<file path="src/rtl/load_align_unit.sv">
// Load-return path: tracks loads through memory latency, then aligns
// and extends the returned word; buffers returns that land during a stall.
module load_align_unit #(
  parameter int READ_LATENCY = 1,
  parameter int RD_WIDTH     = 5
) (
  input  logic                clk,
  input  logic                rst_n,
  input  logic                LoadValid,
  input  logic [31:0]         Address,
  input  logic [1:0]          MemSize,
  input  logic                LoadUnsigned,
  input  logic [RD_WIDTH-1:0] LoadRd,
  input  logic                Stall,
  input  logic                Flush,
  input  logic [31:0]         MemReadData,
  output logic                ResultValid,
  output logic [31:0]         ResultData,
  output logic [RD_WIDTH-1:0] ResultRd,
  output logic                Misaligned
);

  localparam int D  = READ_LATENCY;
  localparam int CW = $clog2(D + 1);

  typedef struct packed {
    logic [1:0]          off;
    logic [1:0]          size;
    logic                uns;
    logic [RD_WIDTH-1:0] rd;
    logic                mis;
  } tag_t;

  typedef struct packed {
    logic [31:0]         data;
    logic [RD_WIDTH-1:0] rd;
    logic                mis;
  } res_t;

  logic          accept;
  tag_t          new_tag;
  logic [D-1:0]  tv_q;
  tag_t          tag_q [D];
  tag_t          xt;
  logic          arr_v;
  res_t          arr;
  logic [7:0]    b;
  logic [15:0]   h;
  logic          sel_b, sel_h, sel_w;
  res_t          pend_q [D];
  res_t          pend_d [D];
  logic [CW-1:0] cnt_q, cnt_d;
  logic          push, pop;
  logic          rv_q;
  res_t          out_q;
  logic          addr_unused;

  assign addr_unused = ^Address[31:2];
  assign accept = LoadValid & ~Stall & ~Flush;

  always_comb begin
    new_tag.off  = Address[1:0];
    new_tag.size = MemSize;
    new_tag.uns  = LoadUnsigned;
    new_tag.rd   = LoadRd;
    new_tag.mis  = ((MemSize == 2'b01) & Address[0])
                 | (MemSize[1] & (|Address[1:0]));
  end

  // Memory latency cannot be stalled, so the tag pipe always shifts.
  always_ff @(posedge clk or negedge rst_n) begin
    if (!rst_n) begin
      tv_q <= '0;
      for (int i = 0; i < D; i++) tag_q[i] <= '0;
    end else begin
      tv_q[0]  <= accept;
      tag_q[0] <= new_tag;
      for (int i = 1; i < D; i++) begin
        tv_q[i]  <= tv_q[i-1] & ~Flush;
        tag_q[i] <= tag_q[i-1];
      end
    end
  end

  assign xt    = tag_q[D-1];
  assign arr_v = tv_q[D-1];
  assign sel_b = ~xt.mis & (xt.size == 2'b00);
  assign sel_h = ~xt.mis & (xt.size == 2'b01);
  assign sel_w = ~xt.mis & xt.size[1];

  always_comb begin
    b = MemReadData[31:24];
    unique case (xt.off)
      2'd0: b = MemReadData[31:24];
      2'd1: b = MemReadData[23:16];
      2'd2: b = MemReadData[15:8];
      2'd3: b = MemReadData[7:0];
    endcase
    h = xt.off[1] ? MemReadData[15:0]
                  : MemReadData[31:16];
    arr.rd   = xt.rd;
    arr.mis  = xt.mis;
    arr.data = '0;
    unique case (1'b1)
      sel_b:   arr.data = {{24{~xt.uns & b[7]}}, b};
      sel_h:   arr.data = {{16{~xt.uns & h[15]}}, h};
      sel_w:   arr.data = MemReadData;
      default: arr.data = '0;
    endcase
  end

  assign pop  = ~Stall & (cnt_q != '0);
  assign push = arr_v & (Stall | (cnt_q != '0));

  // Shift-register FIFO: head always at index 0.
  always_comb begin
    pend_d = pend_q;
    cnt_d  = cnt_q;
    if (pop) begin
      for (int i = 0; i < D - 1; i++)
        pend_d[i] = pend_q[i+1];
      cnt_d = cnt_q - CW'(1);
    end
    if (push) begin
      for (int i = 0; i < D; i++)
        if (CW'(i) == cnt_d) pend_d[i] = arr;
      cnt_d = cnt_d + CW'(1);
    end
  end

  always_ff @(posedge clk or negedge rst_n) begin
    if (!rst_n) begin
      cnt_q <= '0;
      for (int i = 0; i < D; i++) pend_q[i] <= '0;
    end else begin
      cnt_q  <= Flush ? '0 : cnt_d;
      pend_q <= pend_d;
    end
  end

  always_ff @(posedge clk or negedge rst_n) begin
    if (!rst_n) begin
      rv_q  <= 1'b0;
      out_q <= '0;
    end else if (Flush) begin
      rv_q <= 1'b0;
    end else if (!Stall) begin
      if (cnt_q != '0) begin
        rv_q  <= 1'b1;
        out_q <= pend_q[0];
      end else if (arr_v) begin
        rv_q  <= 1'b1;
        out_q <= arr;
      end else begin
        rv_q <= 1'b0;
      end
    end
  end

  assign ResultValid = rv_q;
  assign ResultData  = out_q.data;
  assign ResultRd    = out_q.rd;
  assign Misaligned  = out_q.mis;

endmodule

</file>
<file path="config.mk">
export PLATFORM = sky130hd
export DESIGN_NAME = load_align_unit
export DESIGN_NICKNAME = d
export VERILOG_FILES = /design/src/rtl/load_align_unit.sv
export SDC_FILE = /design/constraint.sdc
export NUM_CORES = 1
export LEC_CHECK = 0
export CORE_ASPECT_RATIO = 2
export CORE_MARGIN = 3
export CORE_UTILIZATION = 50
export CTS_CLUSTER_DIAMETER = 40
export DETAILED_ROUTE_END_ITERATION = 6
export GPL_TIMING_DRIVEN = 0
export PLACE_DENSITY = 0.8
export SLEW_MARGIN = 5
export SYNTH_ARGS = -nofsm -noshare
export SYNTH_HDL_FRONTEND = slang
export SYNTH_SLANG_ARGS = --single-unit
</file>
<file path="constraint.sdc">
create_clock -name clk -period 5.17 [get_ports clk]
set_input_delay 0.517 -clock clk [delete_from_list [all_inputs] [get_ports clk]]
set_output_delay 0.517 -clock clk [all_outputs]
set_load 0.1 [all_outputs]
</file>
# After elaboration in Yosys (flattened, before gate mapping)
# Cells that the tools add are included.
[totals]
output_inout_bits = 39
wordCells = 58
input_bits = 77
reg_bits = 90
[classes]
bitwise = 18
n_reduce_logical = 6
add_sub_neg = 2
eq_ne = 6
muxes = 12
[ops]
columns = ["cell", "n"]
rows = [
  ["one-hot mux 32 bit (3 select lines)", 1],
  ["two-way mux 38 bit", 2],
  ["one-hot mux 8 bit (4 select lines)", 1],
  ["two-way mux 16 bit", 1],
  ["AND 1 bit", 11],
  ["two-way mux 1 bit", 7],
  ["equality test 2 x 1 -> 1 bit, second input constant", 3],
  ["inverter 1 bit", 5],
  ["equality test 2 bit, second input constant", 2],
  ["logical NOT 2 bit", 2],
  ["AND reduction 3 bit", 1],
  ["inequality test 2 x 1 -> 1 bit, second input constant", 1],
  ["bitwise OR 1 bit", 2],
  ["AND reduction 2 bit", 1],
  ["nonzero test 2 bit", 1],
  ["OR reduction 2 bit", 1],
  ["adder 1 bit, second input constant", 1],
  ["subtractor 1 bit, second input constant", 1],
]

# Logic depth before layout (Yosys ltp)
[depth]
ltp_word = 6
ltp_mapped = 9
mapped_depth_nobuf = 5

# Worst setup path before layout
# Ideal clock, no wire load.
[synth_timing]
path_kind = "flip-flop to flip-flop"
start = "reg cnt_q"
end = "reg pend_q[36] (netlist bit)"
slack_ns = 2.934
path_stages_with_launch = 10
synth_period_minus_slack_ns = 2.236
arrival_time_ns = 2.113
path_buffers = 4
setup_ns = 0.123
required_time_ns = 5.047
cell_sequence = "dfrtp_1 -> clkbuf_1 -> buf_1 -> o21a_1 -> ha_1 -> clkbuf_1 -> clkbuf_1 -> nand2_1 -> o21ai_0 -> nand2_1"
[synth_via]
elab_chain_len = 4
elab_cells_between_ends = 7
cone_classes = "add/sub: 1; mux: 1; bitwise: 4; reduce/logical: 1"
[synth_rtl]
columns = ["item", "line_no", "rtl"]
rows = [
  ["from (decl)", "52", "logic [CW-1:0] cnt_q, cnt_d;"],
  ["from (signal assigned)", "136", "cnt_q <= Flush ? '0 : cnt_d;"],
  ["subtractor 1 bit / AND 1 bit (equally long branches)", "122, 112", ""],
  ["two-way mux 1 bit", "119", "if (pop) begin"],
  ["inverter 1 bit (no source line)", "--", ""],
  ["AND reduction 2 bit (no source line) *", "--", ""],
  ["to (signal assigned)", "137", "pend_q <= pend_d;"],
  ["to (decl)", "50", "res_t pend_q [D];"],
]
# Mark *: on every way between the ends. The rest lies on a longest branch, timed or not.
# A chain may end at the register's enable or synchronous reset.

# Worst setup path after layout
[layout_timing]
start = "reg cnt_q"
end = "reg pend_q[34] (netlist bit)"
# Same word-level chain as after synthesis.

==> results.py <==
metrics = {
    "clock_network": {
        "root_buffer": "clkbuf_16",
        "cts.sinks": 90,
        "cts_tree": "done",
        "cts_buffers": 9,
        "cts_buffer_depth": 2,
        "clk_latency_ns": 0.34,
        "hold_buffers": 0,
        "cts_setup_buffers": 0,
        "cts_resized": 0,
        "h-tree-depth": 3,
        "clkTransAtPathRegs_ns": 0.07,
    },
    "place": {
        "portBuffers": 85,
        "dp_cells": 617,
        "gp_congestion": 0.914,
        "dp_slack_ns": 2.14,
        "post-dp-hpwl_um": 10000,
    },
    "layout": {
        "final_common_cell": "dfrtp_1",
        "areaGrowthSynthToFinish_pct": 30.0,
        "final_nets": 606,
        "fin_cells": 633,
        "drive_gt1_frac": 0.0769,
        "antenna_cells": 0,
        "layout_common_cells": "dfrtp_1 (90), clkdlybuf4s50_1 (84), nand2_1 (64)",
    },
    "global_routing": {
        "grtUsageTotal": 0.273,
        "grt_pass1_wl_um": 21000,
        "first_global_vias": 4148,
        "grt_antenna_before_repair": 0,
        "grt_max_degree": 67,
        "gr-total-overflow": 0,
    },
    "logic_synthesis": {
        "syn_area_mm2": 0.00443,
        "post_synth_num_cell_types": 39,
        "synthArstFlopShare": 1.00,
        "yosysWarnings": 0,
        "synth_area_per_cell_um2": 10.3,
        "synthFlopType": "dfrtp_1",
        "syn_inst": 431,
        "synth-edff-count": 0,
        "syn-num-nets": 509,
        "yosysSeqAreaShare": 0.508,
        "ys_ff_latch": 90,
    },
    "sta": {
        "period_minus_slack_ns": 3.07,
        "setup_viol_count_final": 0,
        "fin_setup_tns_ns": 0,
        "clock.fmax_ghz": 0.326,
        "finalClockSkew_ns": 0.00659,
        "fin_ws_ns": 2.10,
        "timing.final.crit_share": 0.593,
        "max_slew_margin": 0.311,
        "hold_viol": 0,
        "slew_viol_final": 0,
        "tightest_slew_ns": 1.03,
        "rsz0062_at_grt": "false",
    },
    "outcome": {
        "status": "finished, violations left",
        "violations": "design-rule violations",
    },
    "power": {
        "irDropWorstVdd_mv": 0.266,
        "p_per_area_mw_per_mm2": 415,
        "clockPowerShare": 0.298,
        "combPwrFrac": 0.328,
        "swShare": 0.374,
        "p_leak_nw": 2.40,
        "power.switching_mw": 0.895,
        "p_int_mw": 1.50,
        "pwr-share-seq": 0.374,
    },
    "drt": {
        "wl_per_cell_um": 21.2,
        "vias": 3962,
        "antenna_left": 0,
        "wl_um": 13400,
        "drc_errors": 3,
        "viasPerCell": 6.26,
        "dr.first_iter.drc_count": 457,
        "drtPass1Iterations": 7,
    },
    "floorplanning": {
        "num_rows": 48,
        "chipWidth_um": 72.6,
        "die_area_mm2": 0.0101,
        "fp.dieH_um": 139,
        "ios": 116,
        "initial_core_util": 0.513,
        "core_area_mm2": 0.00865,
    },
    "flow_run": {
        "maxCapViolations": 0,
    },
    "setup_path": {
        "critPathMaxFanout": 10,
        "worstSetupPathType": "reg2reg",
        "crit_required_ns": 5.45,
        "startpoint_type": "flip-flop",
        "cp.arrival_ns": 3.35,
        "endpoint_kind": "flip-flop",
    },
    "hold_path": {
        "hold_class": "in2async",
    },
}
-- area by class of cell --
type | instances | area, µm²
timing repair buffer | 86 | 876
multi-input combinational | 301 | 2020
fill | 735 | 2880
clock inverter | 6 | 88.8
tap | 100 | 125
sequential | 90 | 2250
inverter | 4 | 15.0
buffer | 36 | 150
clock buffer | 10 | 239
-- power groups by stage --
stage	sequential, mW	clock, mW	combinational, mW
floorplan	1.26	0	0.196
global placement	0.899	0	0.771
detailed placement	0.905	0	0.784
CTS	0.894	0.719	0.787
global route	0.908	0.749	0.822
finish	0.895	0.712	0.786
-- cells by family after synthesis --
logic type               after synthesis  share of synthesized area
buffers and inverters                 40                     0.0373
flip-flops                            90                      0.508
multiplexers                          21                     0.0646
AO/OA/AOI/OAI                        136                      0.222
AND/OR/NAND/NOR                      143                      0.166
adder cells (fa/ha/maj)                1                    0.00282
-- critical path: stages (launching register included) --
cell and delay [ns]:
dfrtp_1 0.34, clkbuf_1 0.43, buf_1 0.53, o21a_1 0.21, ha_1 0.17, clkbuf_1 0.48
clkbuf_1 0.51, o21ai_0 0.21, nand2_1 0.11
-- sequential cells by signal, indices dropped and copies added (netlist names) --
register     count
ResultRd         5
ResultData      32
cnt_q            1
pend_q          38
tag_q            5
ResultValid      1
Misaligned       1
arr              6
arr_v            1
-- cells in the mapped netlist, drive strengths merged, types with 5 or more instances --
cell type,count,area share
a21oi,24,0.027
mux2i,5,0.011
and3,8,0.011
mux2,11,0.028
o22a,7,0.014
a2111oi,6,0.012
clkbuf,28,0.024
dfrtp,90,0.51
mux4,5,0.025
o21ai,39,0.044
a32o,24,0.054
nor2,12,0.010
a22oi,5,0.0085
nor2b,22,0.031
nand2b,10,0.014
nand2,64,0.054
nand3b,17,0.029
buf,8,0.010
-- final timing paths --
path	start	end	slack (ns)	cells after the start
worst min register to register	ResultRd[0]	ResultRd[0]	0.49	2
max in group asynchronous	rst_n	ResultData[30]	4.44	2
worst min-delay path	rst_n	ResultData[25]	0.08	1
worst max-delay path	cnt_q	pend_q[34]	2.10	8
min in group clk	ResultRd[0]	ResultRd[0]	0.49	2
worst max register to register	cnt_q	pend_q[34]	2.10	8
-- routing by layer --
layer  vias to the layer above  track usage  share of wire
met4                         0        0.150          0.045
met2                       202        0.467           0.54
met3                        42       0.0581          0.066
li1                       1785            -              -
met5                         -            0              0
met1                      1933        0.306           0.35
-- per-stage QoR --
stage	hold WS, ns	area [µm²]	utilization	power, mW
2_1_floorplan	0.221	4430	-	1.45
3_3_place_gp	0.470	5410	0.625	1.67
3_5_place_dp	0.450	5430	0.628	1.69
4_1_cts	0.0820	5760	0.666	2.40
5_1_grt	0.0996	5760	0.667	2.48
6_report	0.0765	5760	0.667	2.39
(Power assumes the default switching activity.)
